**src/rtl/alu_pkg.sv**
```systemverilog
// Shared types and funct encodings for the ALU issue stage and its FIFO.
// issue_entry_t is sized for the default 32-bit datapath with 5-bit register tags.
package alu_pkg;

   localparam int ISSUE_DATA_W = 32;
   localparam int ISSUE_TAG_W  = 5;

   localparam logic [5:0] FUNCT_AND = 6'b100100;
   localparam logic [5:0] FUNCT_OR  = 6'b100101;
   localparam logic [5:0] FUNCT_ADD = 6'b100000;
   localparam logic [5:0] FUNCT_SUB = 6'b100010;
   localparam logic [5:0] FUNCT_SLT = 6'b101010;

   typedef struct packed {
      logic [ISSUE_DATA_W-1:0] a;
      logic [ISSUE_DATA_W-1:0] b;
      logic [5:0]              funct;
      logic [ISSUE_TAG_W-1:0]  rs;
      logic [ISSUE_TAG_W-1:0]  rt;
      logic [ISSUE_TAG_W-1:0]  rd;
   } issue_entry_t;

   function automatic logic funct_is_legal(input logic [5:0] funct);
      return funct inside {FUNCT_AND, FUNCT_OR, FUNCT_ADD, FUNCT_SUB, FUNCT_SLT};
   endfunction

endpackage

```
**src/rtl/alu_issue_fifo.sv**
```systemverilog
// Synchronous FIFO of issue_entry_t; pop data is the head entry, visible combinationally.
// Push is ignored when full and pop is ignored when empty.
module alu_issue_fifo
   import alu_pkg::*;
#(
   parameter int DEPTH = 2
) (
   input  logic                     clk,
   input  logic                     rst_n,
   input  logic                     push,
   input  issue_entry_t             push_data,
   input  logic                     pop,
   output issue_entry_t             pop_data,
   output logic                     full,
   output logic                     empty,
   output logic [$clog2(DEPTH):0]   count
);

   localparam int PTR_W = $clog2(DEPTH);
   localparam int CNT_W = $clog2(DEPTH) + 1;

   issue_entry_t     mem [DEPTH];
   logic [PTR_W-1:0] wr_ptr;
   logic [PTR_W-1:0] rd_ptr;
   logic             do_push;
   logic             do_pop;

   assign full     = (count == CNT_W'(DEPTH));
   assign empty    = (count == '0);
   assign do_push  = push && !full;
   assign do_pop   = pop && !empty;
   assign pop_data = mem[rd_ptr];

   // Power-of-two depth lets the pointers wrap by plain overflow.
   always_ff @(posedge clk or negedge rst_n) begin
      if (!rst_n) begin
         wr_ptr <= '0;
         rd_ptr <= '0;
         count  <= '0;
      end else begin
         if (do_push) wr_ptr <= wr_ptr + 1'b1;
         if (do_pop)  rd_ptr <= rd_ptr + 1'b1;
         case ({do_push, do_pop})
            2'b10:   count <= count + 1'b1;
            2'b01:   count <= count - 1'b1;
            default: count <= count;
         endcase
      end
   end

   always_ff @(posedge clk) begin
      if (do_push) mem[wr_ptr] <= push_data;
   end

endmodule

```
**src/rtl/alu_issue_stage.sv**
```systemverilog
// Operand issue stage ahead of the ALU: FIFO buffering, result forwarding, hold-until-writeback.
// Optional macro ALU_FUNCT_CHECK_EN drops unsupported funct codes at issue and pulses illegal.
module alu_issue_stage
   import alu_pkg::*;
#(
   parameter int DATA_W     = 32,
   parameter int TAG_W      = 5,
   parameter int FIFO_DEPTH = 2
) (
   input  logic              clk,
   input  logic              rst_n,
   input  logic              in_valid,
   output logic              in_ready,
   input  logic [DATA_W-1:0] in_a,
   input  logic [DATA_W-1:0] in_b,
   input  logic [5:0]        in_funct,
   input  logic [TAG_W-1:0]  in_rs,
   input  logic [TAG_W-1:0]  in_rt,
   input  logic [TAG_W-1:0]  in_rd,
   output logic [DATA_W-1:0] alu_a,
   output logic [DATA_W-1:0] alu_b,
   output logic [5:0]        alu_funct,
   output logic [TAG_W-1:0]  alu_rd,
   output logic              alu_valid,
   input  logic [DATA_W-1:0] alu_result,
   input  logic              wb_ready,
   output logic              illegal
);

   localparam int CNT_W = $clog2(FIFO_DEPTH) + 1;

   issue_entry_t      in_entry;
   issue_entry_t      head;
   logic              fifo_push;
   logic              fifo_pop;
   logic              fifo_full;
   logic              fifo_empty;
   logic [CNT_W-1:0]  fifo_count;
   logic              retire;
   logic              issue;
   logic [DATA_W-1:0] fwd_a;
   logic [DATA_W-1:0] fwd_b;
   logic              ret_vld;
   logic [DATA_W-1:0] ret_data;
   logic [TAG_W-1:0]  ret_rd;

   assign in_entry = '{a: in_a, b: in_b, funct: in_funct, rs: in_rs, rt: in_rt, rd: in_rd};

   // in_ready comes straight from the FIFO count register, never from in_valid.
   assign in_ready  = !fifo_full;
   assign fifo_push = in_valid && in_ready;
   assign retire    = alu_valid && wb_ready;
   assign fifo_pop  = !fifo_empty && (!alu_valid || wb_ready);

   alu_issue_fifo #(
      .DEPTH     (FIFO_DEPTH)
   ) u_fifo (
      .clk       (clk),
      .rst_n     (rst_n),
      .push      (fifo_push),
      .push_data (in_entry),
      .pop       (fifo_pop),
      .pop_data  (head),
      .full      (fifo_full),
      .empty     (fifo_empty),
      .count     (fifo_count)
   );

   // A live ALU op at issue time is necessarily retiring, so its result is the freshest value.
   always_comb begin
      fwd_a = head.a;
      fwd_b = head.b;
      if (head.rs != '0) begin
         if (alu_valid && alu_rd == head.rs)     fwd_a = alu_result;
         else if (ret_vld && ret_rd == head.rs)  fwd_a = ret_data;
      end
      if (head.rt != '0) begin
         if (alu_valid && alu_rd == head.rt)     fwd_b = alu_result;
         else if (ret_vld && ret_rd == head.rt)  fwd_b = ret_data;
      end
   end

`ifdef ALU_FUNCT_CHECK_EN
   logic illegal_q;

   assign issue   = fifo_pop && funct_is_legal(head.funct);
   assign illegal = illegal_q;

   always_ff @(posedge clk or negedge rst_n) begin
      if (!rst_n) illegal_q <= 1'b0;
      else        illegal_q <= fifo_pop && !funct_is_legal(head.funct);
   end
`else
   assign issue   = fifo_pop;
   assign illegal = 1'b0;
`endif

   always_ff @(posedge clk or negedge rst_n) begin
      if (!rst_n) begin
         alu_a     <= '0;
         alu_b     <= '0;
         alu_funct <= '0;
         alu_rd    <= '0;
         alu_valid <= 1'b0;
      end else if (issue) begin
         alu_a     <= fwd_a;
         alu_b     <= fwd_b;
         alu_funct <= head.funct;
         alu_rd    <= head.rd;
         alu_valid <= 1'b1;
      end else if (retire) begin
         alu_valid <= 1'b0;
      end
   end

   always_ff @(posedge clk or negedge rst_n) begin
      if (!rst_n) begin
         ret_vld  <= 1'b0;
         ret_data <= '0;
         ret_rd   <= '0;
      end else if (retire) begin
         ret_vld  <= 1'b1;
         ret_data <= alu_result;
         ret_rd   <= alu_rd;
      end
   end

   full_matches_count: assert property (@(posedge clk) disable iff (!rst_n)
      fifo_full == (fifo_count == CNT_W'(FIFO_DEPTH)));

endmodule

```
**config.mk**
```make
export PLATFORM = sky130hd
export DESIGN_NAME = alu_issue_stage
export DESIGN_NICKNAME = d
export VERILOG_FILES = /design/src/rtl/alu_pkg.sv /design/src/rtl/alu_issue_fifo.sv /design/src/rtl/alu_issue_stage.sv
export SDC_FILE = /design/constraint.sdc
export NUM_CORES = 1
export LEC_CHECK = 0
export BUFFER_PORTS_ARGS = -buffer_cell sky130_fd_sc_hd__buf_2
export CAP_MARGIN = 30
export CORE_MARGIN = 4
export CORE_UTILIZATION = 40
export DETAILED_ROUTE_END_ITERATION = 7
export PLACE_DENSITY_LB_ADDON = 0.3
export SYNTH_ARGS = -nofsm -noshare
export SYNTH_HDL_FRONTEND = slang
export SYNTH_SLANG_ARGS = --single-unit
```
**constraint.sdc**
```tcl
create_clock -name clk -period 5.6 [get_ports clk]
set_clock_uncertainty 0.15 [all_clocks]
set_input_delay 1.12 -clock clk [delete_from_list [all_inputs] [get_ports clk]]
set_output_delay 1.12 -clock clk [all_outputs]
set_load 0.02 [all_outputs]
```
; ---- Yosys cells after proc, flatten, opt, wreduce, memory -nomap -nowiden
; Memories as Yosys holds them, arrays and structs flattened.
; Index checks and enable logic that the tools add are counted.
[word_totals]
n_memories = 1
elab_cells = 52
ram_bits = 170
rom_bits = 0
in_bits = 121
reg_bits = 118
out_inout_bits = 78
latchBits = 0
[op_classes]
mul = 0
addsub = 4
bitwise = 0
shifts = 0
n_div = 0
n_mux = 11
n_reduce_logical = 18
n_eq_ne = 7
magnitude_cmp = 0
[memory_table]
columns = name, words, word_bits, read_ports, rd_clocked_by_memory_dff, write_ports, line_no
row1 = u_fifo.mem, 2, 85, 1, 0, 1, alu_issue_fifo.sv:22  ; issue_entry_t mem [DEPTH];
[ops]
columns = cell, n
row1 = $mux W32, 6
row2 = $eq A5 B5 Y1, 4
row3 = $reduce_bool A5 Y1, 2
row4 = $logic_and A1 B1 Y1, 9
row5 = $eq A2 B2 Y1 const B, 2
row6 = $mux W1, 4
row7 = $pmux W2 S2, 1
row8 = $reduce_bool A2 Y1, 2
row9 = $logic_not A1 Y1, 3
row10 = $add A1 B1 Y1 const B, 2
row11 = $add A2 B1 Y2 const B, 1
row12 = $eq A2 B1 Y1 const B, 1
row13 = $logic_not A2 Y1, 1
row14 = $sub A2 B1 Y2 const B, 1
row15 = $logic_or A1 B1 Y1, 1

; ---- Depth between registers and ports, before layout
; Gate-level depths: netlist of run 1.
[depth]
ltp_word = 6
mapped_depth = 10
depth_no_buf = 7

; ---- Cells and area by module
; A second synthesis of run 1 with hierarchy kept.
[hier_totals]
hier_cells = 903
area_unflattened_um2 = 13226.4
[modules_own_cells]
columns = module, instances, area_each_um2, seq_area_each_um2, cells_per_inst
row1 = alu_issue_stage, 1, 6693.9, 2852.7, 620
row2 = alu_issue_fifo, 1, 6532.5, 5205.0, 283

; ---- Least setup slack after synthesis of run 1
; OpenSTA, ideal clock, no wires.
[synth_path]
path_type = input -> register
start = input in_valid
end = memory u_fifo.mem[0][0] (netlist bit) (enable)
t_required_ps = 4921
slack_ps = 157
arrival_ps = 4764
setup_ps = 529
stages = 2
n_path_buf = 0
path_cell_list = nand2_1 -> nor2_1
[synth_via]
elab_chain_len = 4
[synth_rtl]
columns = item, line_no
row1 = from (decl), alu_issue_stage.sv:12  ; input logic in_valid,
row2 = $logic_and A1 B1 Y1, alu_issue_stage.sv:51  ; assign fifo_push = in_valid && in_ready;
row3 = $logic_and A1 B1 Y1, alu_issue_fifo.sv:30  ; assign do_push = push && !full;
row4 = $mux W1, alu_issue_fifo.sv:52  ; if (do_push) mem[wr_ptr] <= push_data;
row5 = $mux W1 (not written as such), alu_issue_fifo.sv:52
row6 = to (decl), alu_issue_fifo.sv:22
; Every way passes these cells.

; ---- Final worst setup path of run 1
[layout_path]
start = register u_fifo.rd_ptr
end = register alu_a[26]
[layout_via]
elab_chain_len = 6
word_cells_on_any_way = 9
cone_classes = eq/ne: 2 / mux: 3 / reduce/logical: 3 / memory: 1
[layout_rtl]
columns = item, line_no
row1 = from (decl), alu_issue_fifo.sv:24  ; logic [PTR_W-1:0] rd_ptr;
row2 = from (signal assigned), alu_issue_fifo.sv:42  ; if (do_pop) rd_ptr <= rd_ptr + 1'b1;
row3 = $mem_v2 Z2 W85 *, -
row4 = $eq A5 B5 Y1, alu_issue_stage.sv:75  ; else if (ret_vld && ret_rd == head.rs) fwd_a = ret_data;
row5 = $logic_and A1 B1 Y1, alu_issue_stage.sv:75
row6 = $mux W32, alu_issue_stage.sv:75
row7 = $mux W32, alu_issue_stage.sv:74  ; if (alu_valid && alu_rd == head.rs) fwd_a = alu_result;
row8 = $mux W32 *, alu_issue_stage.sv:73  ; if (head.rs != '0) begin
row9 = to (signal assigned), alu_issue_stage.sv:106  ; alu_a <= fwd_a;
row10 = to (decl), alu_issue_stage.sv:20  ; output logic [DATA_W-1:0] alu_a,
; Mark *: on every way between the ends. The rest lies on a longest branch, timed or not.
; A chain may end at the register's enable or synchronous reset.

==> results of run 1 <==
[cells in the final DEF (no fill, tap or decap), types with 31 or more instances in the layout]
cell type | synthesis | final
mux2_2 | 64 | 64
o211ai_1 | 54 | 54
buf_2 | 15 | 196
o21bai_1 | 64 | 64
edfxtp_1 | 170 | 170
nand2_1 | 82 | 80
clkbuf_16 | 0 | 31
o22ai_1 | 64 | 64
mux2_1 | 37 | 37
dfrtp_1 | 118 | 117
a31oi_1 | 64 | 64
[layout make-up]
class                           count  share of cell area
Clock inverter                     16             0.00750
Timing Repair Buffer              209              0.0763
Tap cell                          396              0.0338
Multi-Input combinational cell    530               0.274
Inverter                            1            0.000256
Clock buffer                       42              0.0584
Sequential cell                   288               0.549
[critical path, cell delays in order (launching register included)]
cell and delay, ps:
dfrtp_4 840, mux2i_1 360, xor2_1 210, nand3_2 620, or2_1 750, buf_4 340, o211ai_1 200, a31oi_1 110
[worst min-delay path by stage]
stage,from,end,cells after the start
after floorplan,ret_vld,ret_vld,1
after global placement,alu_funct[2],alu_funct[2],2
after detailed placement,alu_funct[2],alu_funct[2],2
after CTS,alu_funct[2],alu_funct[2],2
after global routing,alu_funct[2],alu_funct[2],2
final,alu_funct[2],alu_funct[2],2
[report_power, final]
part | internal (mW) | switching [mW] | total [mW]
clock network | 1.11 | 0.831 | 1.94
registers | 2.99 | 0.467 | 3.45
logic | 1.29 | 2.14 | 3.43
total | 5.39 | 3.43 | 8.83
[flip-flops by register name (all words and copies together), names as in the netlist]
signal and cells:
alu_rd 5, u_fifo.mem 170, ret_vld 1, ret_data 32, u_fifo.rd_ptr 1, u_fifo.wr_ptr 1
alu_b 32, ret_rd 5, alu_a 32, alu_funct 6, u_fifo.count 2, alu_valid 1
[metrics by stage]
stage	cell area, µm²	cells	util	total power [mW]	setup slack, ps
finish	14700	1482	0.481	8.83	1810
global route	14700	1482	0.481	9.31	1520
CTS	14700	1482	0.481	8.90	1790
detailed placement	13700	1424	0.449	6.93	1820
global placement	13700	1422	0.448	6.85	1870
floorplan	12400	889	-	5.77	157
[kinds of logic after synthesis]
| logic type | count (synthesis) |
|---|---|
| other | 1 |
| multiplexers | 122 |
| XOR/XNOR | 25 |
| adder cells (fa/ha/maj) | 1 |
| AO/OA/AOI/OAI | 270 |
| buffers and inverters | 71 |
| flip-flops | 288 |
| AND/OR/NAND/NOR | 111 |
[routing by layer]
metal / track usage / routed length [µm] / vias to the layer above / share of wire
li1: - / - / 3785 / -
met1: 0.281 / 14500 / 4261 / 0.43
met2: 0.302 / 15500 / 353 / 0.46
met3: 0.0416 / 2870 / 58 / 0.085
met4: 0.0417 / 725 / 10 / 0.022
met5: 0 / 70 / - / 0.0021
[Yosys cell counts, types with 3 or more instances]
cell      number
edfxtp_1     170
dfrtp_1      118
nand2_1       82
a31oi_1       64
mux2_2        64
o21bai_1      64
o22ai_1       64
o211ai_1      54
clkbuf_1      45
mux2_1        37
xor2_1        21
mux2i_1       19
buf_2         15
o21ai_1       12
o211ai_2      10
nor2_1         9
buf_6          8
nand3_1        6
or2_1          4
xnor2_1        4
nand2b_1       3
==> results by group, run 1 <==
Routing
  – Vias per inst: 5.71
  – Detail Route Antenna Nets: 0
  – WL per Instance: 22.7 µm
  – TritonRoute pass-1 iters: 5
  – Initial DRC Count: 767
  – Via count: 8467
  – Final wirelength: 33700 µm
  – Drt drc: 0

Clocking
  – Hold-fix buffer count after cts: 0
  – Clk pin slew, worst setup/hold paths: 60 ps
  – CTS max path bufs: 3
  – Clk root buf: clkbuf_16
  – Gates resized, CTS repair: 0
  – Post-CTS setup buffer count: 0
  – CTS sink cnt: 288
  – TritonCTS Buffers: 31
  – CTS tree: built
  – Worst-Skew Late Latency: 560 ps
  – Max H-tree Level: 1

STA
  – Final Hold Viols: 0
  – Final setup vio count: 0
  – Fin crit share: 0.677
  – RSZ-0062 raised after global routing: false
  – Worst slew pin tran: 976 ps
  – Period minus WS final: 3790 ps
  – Max Freq: 264 MHz
  – Max-slew violations: 0
  – Setup TNS: 0 ps
  – Max-Slew Margin vs Limit: 0.348
  – Hold slack: 352 ps

Outcome
  – Status: finished clean

Synth
  – Number of synthesized register bits: 288
  – Cell taking the most area after synthesis: edfxtp_1
  – Post-Synth Simple-Gate Area: 0.0371
  – Synth cell types: 31
  – Mean Syn Cell Area: 13.9 µm²
  – Ranking of synthesized cells by area: edfxtp_1 41%, dfrtp_1 24%, mux2_2 5.8%
  – Sequential share of the synthesized area: 0.652
  – Gate Count Post-Synth: 889
  – Post-synthesis mux area share: 0.111
  – Largest family of logic cells by synthesized area: compound AO/OA/AOI/OAI gates
  – Synth Area in Adders: 0.00101
  – Number of enable flip-flop cells after synthesis: 170
  – Synth Area in Compound Gates: 0.153
  – Post-synth ARST share: 0.410
  – Top cell type's share of synthesized area: 0.413
  – Mapped Nets: 1011
  – Synth Flop Type: edfxtp_1
  – Netlist Area Pre-Place: 12400 µm²
  – YS warnings: 0
  – XOR/XNOR Fraction of Synth Area: 0.0177

Setup path
  – Reg-to-reg endpoint: alu_a[26]
  – Worst Setup EP: alu_a[26]
  – Setup CP Type: reg -> reg
  – Reg-to-Reg Start: u_fifo.rd_ptr
  – Worst Path Required: 5840 ps
  – Worst Setup End Kind: register
  – Worst Setup SP: u_fifo.rd_ptr
  – Worst Path Arrival: 4030 ps
  – Maximum fanout along the worst path: 41
  – Critical Path Source Type: register
  – R2R Setup Slk: 1810 ps
  – Reg2reg path depth: 7

Finish
  – Fin nets: 1183
  – Multi-input gate area: 4030 µm²
  – Share of cells above drive strength 1: 0.322
  – Fillers: 2716
  – Antenna fix cells: 0
  – Synth-to-Final Area Change: 18.7%
  – FF+latch area: 8060 µm²

Power
  – Worst IR drop on VDD: 0.387 mV
  – Power per Cell Area: 602 nW/µm²
  – P_leak: 5.43 nW

Placed design
  – Port-buffer cells: 197
  – Detail Placement HPWL: 21500 µm
  – GPL Wtd Cong: 0.794

Global routing
  – Largest net degree at the start of global routing: 76
  – Remaining global-route overflow: 0
  – Vias in the first global route: 8200
  – Initial antenna violation count: 5
  – All-Layer GR Usage: 0.193
  – First-pass GRT wire length: 50600 µm

Hold path
  – Hold crit path type: reg -> reg

Floorplanning
  – Initial Util: 0.405
  – Rows: 64
  – Ports: 199
  – DIE AREA: 33800 µm²
  – Die width: 184 µm
  – Core Box Area: 30500 µm²
  – Height of the die: 184 µm

Job
  – MaxCap Viol Count: 0
Power figures use the tool's default switching activity.
==> inputs of run 2 (changes only) <==
--- a/config.mk
+++ b/config.mk
@@ -5,6 +5,7 @@
 export SDC_FILE = /design/constraint.sdc
 export NUM_CORES = 1
 export LEC_CHECK = 0
+export ABC_AREA = 1
 export BUFFER_PORTS_ARGS = -buffer_cell sky130_fd_sc_hd__buf_2
 export CAP_MARGIN = 30
 export CORE_MARGIN = 4
==> constraint.sdc (replaced) <==
create_clock -name clk -period 3.8 [get_ports clk]
set_clock_uncertainty 0.15 [all_clocks]
set_input_delay 0.76 -clock clk [delete_from_list [all_inputs] [get_ports clk]]
set_output_delay 0.76 -clock clk [all_outputs]
set_load 0.02 [all_outputs]
==> run 2 against run 1 <==
  * Synthesized area up 11%
  * Maximum frequency up 27%
  * Cell count up 49%
  * Count of clock-buffer cells in the layout up 3
  * Sequential power up 46%
  * Worst setup slack worse by 990 ps
  * Critical path depth up 4
  * Utilization up 0.34 points
  * Non-clock buffer count up 12
  * Clock power up 60%
  * Total power up 68%
  * First-iteration DRC count up 31%
  * Critical path type unchanged
==> results by group, run 2 <==
Placed design
  – Pre-CTS WS: 864 ps (-953 ps)
  – Placed cell areas: 15200 µm² (+11%)
  – Detail Placement HPWL: 23800 µm (+11%)
  – Port-buffer cells: 197 (unchanged)
  – GPL Wtd Cong: 0.798 (+0.54%)

STA
  – Fin crit share: 0.784 (+0.108)
  – Max-Slew Margin vs Limit: 0.364 (+0.0165)
  – Worst slew pin tran: 950 ps (-25.8 ps)
  – Final setup vio count: 0 (unchanged)
  – Max-slew violations: 0 (unchanged)
  – RSZ-0062 raised after global routing: false
  – Max Freq: 336 MHz (+27%)
  – Period minus WS final: 2980 ps (-809 ps)
  – Setup TNS: 0 ps (unchanged)
  – Final Hold Viols: 0 (unchanged)
  – Setup WS post-layout: 820 ps (-991 ps)

Job
  – MaxCap Viol Count: 0 (unchanged)

Finish
  – Commonest non-fill, non-tap cell in the layout: nand2_1
  – Share of cells above drive strength 1: 0.167 (-0.155)
  – Design area: 16300 µm² (+11%)
  – Register bank with the most flops: u_fifo.mem
  – Synth-to-Final Area Change: 18.7% (about the same)
  – Fin nets: 1855 (+57%)
  – Multi-input gate area: 4800 µm² (+19%)
  – Most frequent cells in the layout: 590 x nand2_1, 196 x buf_2, 170 x edfxtp_1
  – Max FFs per register: 170 (unchanged)
  – Fillers: 3184 (+17%)
  – Antenna fix cells: 0 (unchanged)
  – FF+latch area: 8060 µm² (unchanged)

Clocking
  – Post-CTS setup buffer count: 0 (unchanged)
  – Clk pin slew, worst setup/hold paths: 60 ps (about the same)
  – Hold-fix buffer count after cts: 0 (unchanged)
  – Clk root buf: clkbuf_16
  – Gates resized, CTS repair: 0 (unchanged)
  – CTS max path bufs: 3 (unchanged)
  – Worst-Skew Late Latency: 560 ps (about the same)
  – CTS sink cnt: 288 (unchanged)
  – CTS tree: built
  – Max H-tree Level: 1 (unchanged)
  – TritonCTS Buffers: 31 (unchanged)

Synth
  – YS warnings: 0 (unchanged)
  – Netlist Area Pre-Place: 13700 µm² (+11%)
  – Sequential share of the synthesized area: 0.586 (-0.0656)
  – Ranking of synthesized cells by area: edfxtp_1 37%, dfrtp_1 21%, nand2_1 16%
  – Number of enable flip-flop cells after synthesis: 170 (unchanged)
  – Cell taking the most area after synthesis: edfxtp_1
  – Mapped Nets: 1688 (+67%)
  – Synth cell types: 24 (-23%)
  – Top cell type's share of synthesized area: 0.371 (-0.0416)
  – Most frequent cell after synthesis: nand2_1
  – Synth cell count leaders: 591 x nand2_1, 170 x edfxtp_1, 159 x inv_1
  – Gate Count Post-Synth: 1566 (+76%)
  – Post-synth ARST share: 0.410 (unchanged)
  – Synth Flop Type: edfxtp_1
  – Mean Syn Cell Area: 8.78 µm² (-37%)
  – Number of synthesized register bits: 288 (unchanged)

Routing
  – TritonRoute pass-1 iters: 6 (+1)
  – Initial DRC Count: 1005 (+31%)
  – Detail Route Antenna Nets: 0 (unchanged)
  – Drt drc: 0 (unchanged)
  – WL per Instance: 17.1 µm (-25%)
  – Via count: 11.0k (+30%)
  – Final wirelength: 37700 µm (+12%)
  – Vias per inst: 4.99 (-13%)

Setup path
  – Maximum fanout along the worst path: 32 (-22%)
  – R2R Setup Slk: 820 ps (-990 ps)
  – Worst Setup SP: u_fifo.rd_ptr
  – Crit-path max cell delay: 630 ps (-210 ps)
  – CP most frequent cell: nand2_1
  – Crit-path slowest cell: dfrtp_4
  – Worst Setup End Kind: register
  – Worst Path Required: 4090 ps (-1750 ps)
  – Critical Path Source Type: register
  – Setup CP Type: reg -> reg
  – Reg-to-reg endpoint: alu_a[18]
  – CP delay by family, top: simple AND/OR/NAND/NOR gates
  – Crit-path cells: inv_2 -> nand2_1 -> nand3_1 -> nand2_1 -> nor2_4 -> buf_4 -> nand4_1 -> nand3_1 -> nand2_1 -> nand2_1 -> nand2_1
  – CP Buf/Inv Count: 2 (+1)
  – Reg-to-Reg Start: u_fifo.rd_ptr
  – Worst Path Arrival: 3270 ps (-760 ps)
  – Reg2reg path depth: 11 (+4)

Global routing
  – Vias in the first global route: 10.9k (+33%)
  – Largest net degree at the start of global routing: 74 (-2.6%)
  – All-Layer GR Usage: 0.197 (+0.00339)
  – Remaining global-route overflow: 0 (unchanged)
  – First-pass GRT wire length: 59900 µm (+18%)
  – Initial antenna violation count: 0 (-5)

Power
  – Worst IR drop on VDD: 0.484 mV (+25%)
  – Power per Cell Area: 906 nW/µm² (+51%)
  – P_leak: 8.04 nW (+48%)
  – Power, Total: 14.8 mW (+68%)

Floorplanning
  – Height of the die: 193 µm (+5.2%)
  – DIE AREA: 37400 µm² (+11%)
  – Ports: 199 (unchanged)
  – Initial Util: 0.408 (+0.00269)
  – Core Box Area: 33700 µm² (+10%)
  – Die width: 193 µm (+5.2%)
  – Rows: 67 (+4.7%)

Hold path
  – Hold crit path type: in -> async

Outcome
  – Status: finished clean
-- run 2: cell types whose count changed after synthesis, moves of 45 or more --
| cell | change |
|---|---|
| o21bai_1 | -64 |
| a31oi_1 | -53 |
| mux2_2 | -64 |
| inv_1 | +159 |
| o211ai_1 | -54 |
| mux2i_1 | +45 |
| nand3_1 | +85 |
| nor2_1 | +149 |
| o22ai_1 | -64 |
| nand2_1 | +509 |
| nand4_1 | +62 |
-- run 2: worst max path at each step --
stage                       end  slack [ps]  cells after the start
2_1_floorplan  u_fifo.mem[1][0]         120                      2
5_1_grt               alu_a[30]         550                     12
4_1_cts                alu_b[2]         850                     12
3_3_place_gp           alu_a[4]         880                      8
6_report              alu_a[18]         820                     11
3_5_place_dp           alu_b[2]         860                     12
-- run 2: report_power, final --
group,leakage [nW],internal [mW],switching [mW]
combinational,4.51,2.01,4.61
sequential,3.00,4.47,0.587
clock,0.536,1.90,1.21
-- run 2: worst register-to-register path, stage by stage (launching register included) --
cell and delay, ps:
dfrtp_4 630, inv_2 450, nand2_1 190, nand3_1 110, nand2_1 80, nor2_4 430, buf_4 380, nand4_1 160
nand3_1 110, nand2_1 60, nand2_1 60, nand2_1 50
-- run 2: layout make-up --
type	count	area share
inverters	160	0.0368
multi-input cells	1031	0.294
clock buffers	45	0.0575
well taps	448	0.0343
repair buffers	221	0.0749
flip-flops and latches	288	0.494
clock inverters	13	0.00874
-- run 2: kinds of logic after synthesis --
group,synth area share
compound gates,0.0203
xor+xnor,0.00191
fa+ha+maj,0.000910
buf+inv,0.0727
flops,0.586
mux,0.0466
other cells,0.000273
simple gates,0.271
-- run 2: metal layers --
metal  vias to the layer above  part of all wire  global-route usage
met4                         0             0.030              0.0700
met1                      5181              0.43               0.263
li1                       5363                 -                   -
met5                         -                 0                   0
met3                        70             0.059              0.0297
met2                       383              0.48               0.328
-- run 2: stage by stage --
stage	hold slack, ps	utilization	instances
2_1_floorplan	303	-	1566
3_3_place_gp	310	0.452	2148
3_5_place_dp	312	0.452	2148
4_1_cts	122	0.484	2206
5_1_grt	117	0.484	2206
6_report	71.8	0.484	2206
